--- src/rtl/ab_pattern_sequencer.sv ---
// Clocked, restartable a/b stimulus source for the downstream `hierarchy` block.
// Steps through PATTERN, holds each vector HOLD_CYCLES clocks and logs c_in at the end of each hold.
module ab_pattern_sequencer #(
  parameter int unsigned HOLD_CYCLES = 8,
  parameter int unsigned NUM_STEPS   = 6,
  parameter logic [2*NUM_STEPS-1:0] PATTERN = 12'h6E4
) (
  input  logic                 clk,
  input  logic                 rst,
  input  logic                 start,
  input  logic                 abort,
  input  logic                 c_in,
  output logic                 a,
  output logic                 b,
  output logic                 busy,
  output logic                 done,
  output logic                 sample_valid,
  output logic [((NUM_STEPS > 1) ? $clog2(NUM_STEPS) : 1)-1:0] step_idx,
  output logic [NUM_STEPS-1:0] c_log
);

  localparam int unsigned SW = (NUM_STEPS > 1) ? $clog2(NUM_STEPS) : 1;
  localparam int unsigned CW = (HOLD_CYCLES > 1) ? $clog2(HOLD_CYCLES) : 1;

  localparam logic [1:0] S_IDLE  = 2'd0;
  localparam logic [1:0] S_DRIVE = 2'd1;
  localparam logic [1:0] S_DONE  = 2'd2;

  logic [1:0]    state;
  logic [CW-1:0] cnt;
  logic          hold_end;
  logic          last_step;

  function automatic logic [1:0] vec_at(input int unsigned i);
    return PATTERN[2*i +: 2];
  endfunction

  assign hold_end  = (cnt == CW'(HOLD_CYCLES - 1));
  assign last_step = (step_idx == SW'(NUM_STEPS - 1));

  always_ff @(posedge clk) begin
    if (rst) begin
      state        <= S_IDLE;
      cnt          <= '0;
      a            <= 1'b0;
      b            <= 1'b0;
      busy         <= 1'b0;
      done         <= 1'b0;
      sample_valid <= 1'b0;
      step_idx     <= '0;
      c_log        <= '0;
    end else begin
      done         <= 1'b0;
      sample_valid <= 1'b0;
      case (state)
        S_IDLE: begin
          a        <= 1'b0;
          b        <= 1'b0;
          step_idx <= '0;
          cnt      <= '0;
          // abort has priority over a simultaneous start
          if (start && !abort) begin
            state    <= S_DRIVE;
            busy     <= 1'b1;
            c_log    <= '0;
            {a, b}   <= vec_at(0);
          end
        end
        S_DRIVE: begin
          if (abort) begin
            state    <= S_IDLE;
            busy     <= 1'b0;
            a        <= 1'b0;
            b        <= 1'b0;
            step_idx <= '0;
            cnt      <= '0;
          end else if (hold_end) begin
            cnt          <= '0;
            sample_valid <= 1'b1;
            for (int unsigned i = 0; i < NUM_STEPS; i++) begin
              if (SW'(i) == step_idx) c_log[i] <= c_in;
            end
            if (last_step) begin
              state <= S_DONE;
              busy  <= 1'b0;
              done  <= 1'b1;
              a     <= 1'b0;
              b     <= 1'b0;
            end else begin
              step_idx <= step_idx + 1'b1;
              {a, b}   <= vec_at(32'(step_idx) + 1);
            end
          end else begin
            cnt <= cnt + 1'b1;
          end
        end
        S_DONE: begin
          state    <= S_IDLE;
          step_idx <= '0;
        end
        default: begin
          state <= S_IDLE;
          busy  <= 1'b0;
          a     <= 1'b0;
          b     <= 1'b0;
        end
      endcase
    end
  end

endmodule

--- config.mk ---
export PLATFORM = sky130hd
export DESIGN_NAME = ab_pattern_sequencer
export DESIGN_NICKNAME = d
export VERILOG_FILES = /design/src/rtl/ab_pattern_sequencer.sv
export SDC_FILE = /design/constraint.sdc
export NUM_CORES = 1
export LEC_CHECK = 0
export ABC_AREA = 1
export CAP_MARGIN = 5
export CORE_AREA = 2 2 48 50
export DETAILED_ROUTE_END_ITERATION = 6
export DIE_AREA = 0 0 50 52
export HOLD_SLACK_MARGIN = 0.03
export MAX_ROUTING_LAYER = met4
export PLACE_DENSITY = 0.83
export SYNTH_ARGS = -nofsm -noshare
export SYNTH_HDL_FRONTEND = slang
export SYNTH_SLANG_ARGS = --single-unit
--- constraint.sdc ---
create_clock -name clk -period 1.5 [get_ports clk]
set_clock_uncertainty 0.05 [all_clocks]
set_input_delay 0.15 -clock clk [delete_from_list [all_inputs] [get_ports clk]]
set_output_delay 0.15 -clock clk [all_outputs]
set_load 0.02 [all_outputs]
==> results <==
- The flow ran to the end, and the final reports show no timing, DRC or antenna violations.
- The kind of cell adding the most delay to the critical path is buffers and inverters.
- Summing the sequential cell areas from Yosys gives 39.8% of the chip area.
- The critical path goes through clkdlybuf4s50_1.
- Yosys mapped the design onto 18 distinct sky130hd cell types.
- The tightest hold path in the finished design has a slack of 419 ps.
- The transition time at the pin with the least slew margin is 291 ps.
- The vias per cell is roughly 5.
- The number of antenna violations at the first check in global routing is 0.
- The floorplan has 17 rows.
- The clock passes through at most 2 buffers.
- The setup check on the worst reg-to-reg path leaves a slack of 80 ps.
- The overflow left after global routing is 0.
- Across the run, the number of max-cap violations was 0.
- Dividing total power by cell area gives a power density of 779 nW/um2.
- The wire length of the first global-routing pass is 3770 um.
- The antenna diode instance count is 0.
- The average instance in the mapped netlist occupies 7.13 um2.
- The register bit count reported by yosys is 19.
- The leakage power summed over all cells is 0.000631 uW.
- The count of nets left with antenna violations once routing finished came out at 0.
- The vertical die dimension is 52 um.
- The floorplan die width is 50 um.
- The number of buffers inserted by hold repair at cts is 0.
- Synthesis handed over a netlist of about 130 instances.
- At the later pin of the worst-skew pair, clock insertion delay measures around 310 ps.
- Clock-pin slew was measured on the worst setup and hold paths at 110 ps.
- For this run, the slowest stage of the critical path takes 600 ps.
- The overall die area is 2600 um2.
- The post-DP HPWL is 1660 um.
- The first detailed-routing pass took 4 iterations.
- At the worst endpoint, the required time is 1300 ps.
- The post-place instance area is about 1200 um2.
- Registers take 387 um2.
- Fill cells in the final layout number between 150 and 200.
- Counting every net in the synthesized netlist gives 147.
- The number of H-tree levels is 1.
- The routed design has 2350 um of wire.
- The clock net in this run drives a total of 19 sinks.
- The number of global-route vias before repair came to roughly 900.
- The class of the most critical hold timing path is flop to flop.
- The maximum net fanout on the critical path is 2.
- The total number of yosys warnings is 0.
- The maximum vdd drop is 0.469 mV.
- The number of buffer cells added on primary ports is 18.
- TritonCTS built the clock tree.
- For this design the top-level I/O count stands at 19.
- The via total after detailed routing is 940.
- Together, buffers and inverters on the worst path number 1.
- In the routed design, unresolved DRC markers number 0.
- In the global route stage, overall resource usage came out at about a fifth.
- Static timing analysis puts the maximum clock frequency at slightly below 700 MHz.
- The tree is rooted in a sky130_fd_sc_hd__clkbuf_4.
- The signed area change from the synthesized netlist to the final layout is 32.6%.
- The worst slew slack as a fraction of its limit is about four fifths.
- Data arrives at the worst endpoint at 1260 ps.
- The setup-violating endpoint count in the final report is 0.
- The category of the worst setup path capture point is an output port.
- After synthesis the cells add up to about 960 um2.
- The share of layout cells above drive strength 1 is approximately 16%.
- The shortest period the worst path allows is 1460 ps.
- Entering global routing, the biggest net connects 13 pins.
- After routing the design area is between 1000 and 1500 um2.
- In this run, the number of DRC markers left after iteration 0 of detailed routing was 28.
- The worst setup path is of the flop to output port kind.
- The final critical path takes up slightly below 100% of the cycle.
- Summing all multi-input logic gate instances after layout gives 538 um2.
- The detailed-route wire length per cell is 12.5 um.
- The final hold violation count came to 0.
- The number of pins with negative max-slew slack in the final report is 0.
- For this configuration, the core starts out at a cell density of between 40% and 50%.
- The final layout contains 174 nets.
- The floorplan core area is 2110 um2.
- The standard cell with the maximum stage delay on the critical path is sky130_fd_sc_hd__clkdlybuf4s50_1.
- In this run, CTS created clock tree buffers numbering 3.
- The startpoint class of the critical path is a flop.
- Routability-driven placement finished with a final weighted congestion of between 0.8 and 0.9.
==> metal layers <==
layer / vias to the layer above / routed length (um) / track usage [%]
li1: 480 / - / -
met1: 420 / 1020 / 22.3
met2: 30 / 1160 / 33.8
met3: 10 / 76 / 0.862
met4: 0 / 95 / 13.9
met5: - / 0 / -
==> layout by cell type (no fill, tap or decap), types with 5 or more instances in the layout <==
cell                              count
sky130_fd_sc_hd__dlymetal6s2s_1       5
sky130_fd_sc_hd__dfxtp_1             16
sky130_fd_sc_hd__a21oi_1             14
sky130_fd_sc_hd__nand2_1             37
sky130_fd_sc_hd__buf_4                7
sky130_fd_sc_hd__inv_1                9
sky130_fd_sc_hd__clkdlybuf4s50_1      9
sky130_fd_sc_hd__nand3_1              9
sky130_fd_sc_hd__ha_1                 7
sky130_fd_sc_hd__nor2_1              15
==> power by group <==
part	internal [uW]	switching (uW)
registers	522	14.1
logic	75.0	102
clock network	104	170
==> timing repair <==
item / CTS / global route
pin swaps: 0 / 1
endpoints found under the setup margin: 4 / 18
setup buffers: 0 / 0
resized for setup: 4 / 17
endpoints found under the hold margin: 0 / 0
==> worst reg2reg max path, cell delays in order (launching register included) <==
cell and delay, ps:
sky130_fd_sc_hd__dfxtp_2 350, sky130_fd_sc_hd__ha_1 200, sky130_fd_sc_hd__ha_2 200, sky130_fd_sc_hd__nor2_4 130, sky130_fd_sc_hd__buf_4 130, sky130_fd_sc_hd__nand2_1 50
sky130_fd_sc_hd__nand2_1 70, sky130_fd_sc_hd__nand2_1 50, sky130_fd_sc_hd__a21oi_1 110
==> state kept, by name, summed over array words and instances, names as in the netlist <==
register      flops
done              1
busy              1
b                 1
sample_valid      1
c_log             6
cnt               3
step_idx          3
a                 1
state             2
==> path summary, 6_finish.rpt <==
check           start  endpoint  depth (start not counted)
max          c_log[0]  c_log[0]                          1
min reg2reg    cnt[0]    cnt[0]                          1
min            cnt[0]    cnt[0]                          1
max reg2reg    cnt[0]  state[0]                          8
==> logic make-up after synthesis <==
group | Yosys count | share of synthesized area, %
compound gates | 18 | 9.69
fa+ha+maj | 8 | 10.5
buf+inv | 14 | 6.68
flops | 19 | 39.8
simple gates | 75 | 33.4
==> cells in the mapped netlist <==
cell type	n	area (um2)
sky130_fd_sc_hd__nand2_2	3	18.8
sky130_fd_sc_hd__o21ai_0	2	10.0
sky130_fd_sc_hd__buf_4	1	7.51
sky130_fd_sc_hd__inv_1	9	33.8
sky130_fd_sc_hd__inv_2	2	7.51
sky130_fd_sc_hd__ha_1	8	100
sky130_fd_sc_hd__nor2_4	1	11.3
sky130_fd_sc_hd__a21oi_1	15	75.1
sky130_fd_sc_hd__nand2_1	39	146
sky130_fd_sc_hd__or2_2	1	6.26
sky130_fd_sc_hd__nor3_1	3	15.0
sky130_fd_sc_hd__nand4_1	2	12.5
sky130_fd_sc_hd__buf_6	1	11.3
sky130_fd_sc_hd__nor2_1	17	63.8
sky130_fd_sc_hd__a211oi_1	1	7.51
sky130_fd_sc_hd__clkbuf_1	1	3.75
sky130_fd_sc_hd__nand3_1	9	45.0
sky130_fd_sc_hd__dfxtp_1	19	380
==> stage by stage <==
| stage | setup TNS [ps] | power [uW] | utilization [%] | setup slack, ps | std cells |
|---|---|---|---|---|---|
| 2_1_floorplan | 0 | 652 | - | 57.8 | 134 |
| 3_3_place_gp | -168 | 715 | 57.1 | -35.6 | 184 |
| 3_5_place_dp | -342 | 721 | 57.1 | -63.8 | 184 |
| 4_1_cts | 0 | 990 | 58.1 | 8.73 | 188 |
| 5_1_grt | -12.3 | 1040 | 60.2 | -9.33 | 188 |
| 6_report | 0 | 988 | 60.2 | 36.5 | 188 |
==> cell type report <==
| class | count | share of cell area (%) |
|---|---|---|
| well taps | 28 | 2.76 |
| multi-input cells | 101 | 42.4 |
| inverters | 11 | 3.26 |
| flip-flops and latches | 19 | 30.5 |
| repair buffers | 25 | 19.0 |
| clock buffers | 4 | 2.07 |
No activity file was read; power rests on OpenSTA's default activity.
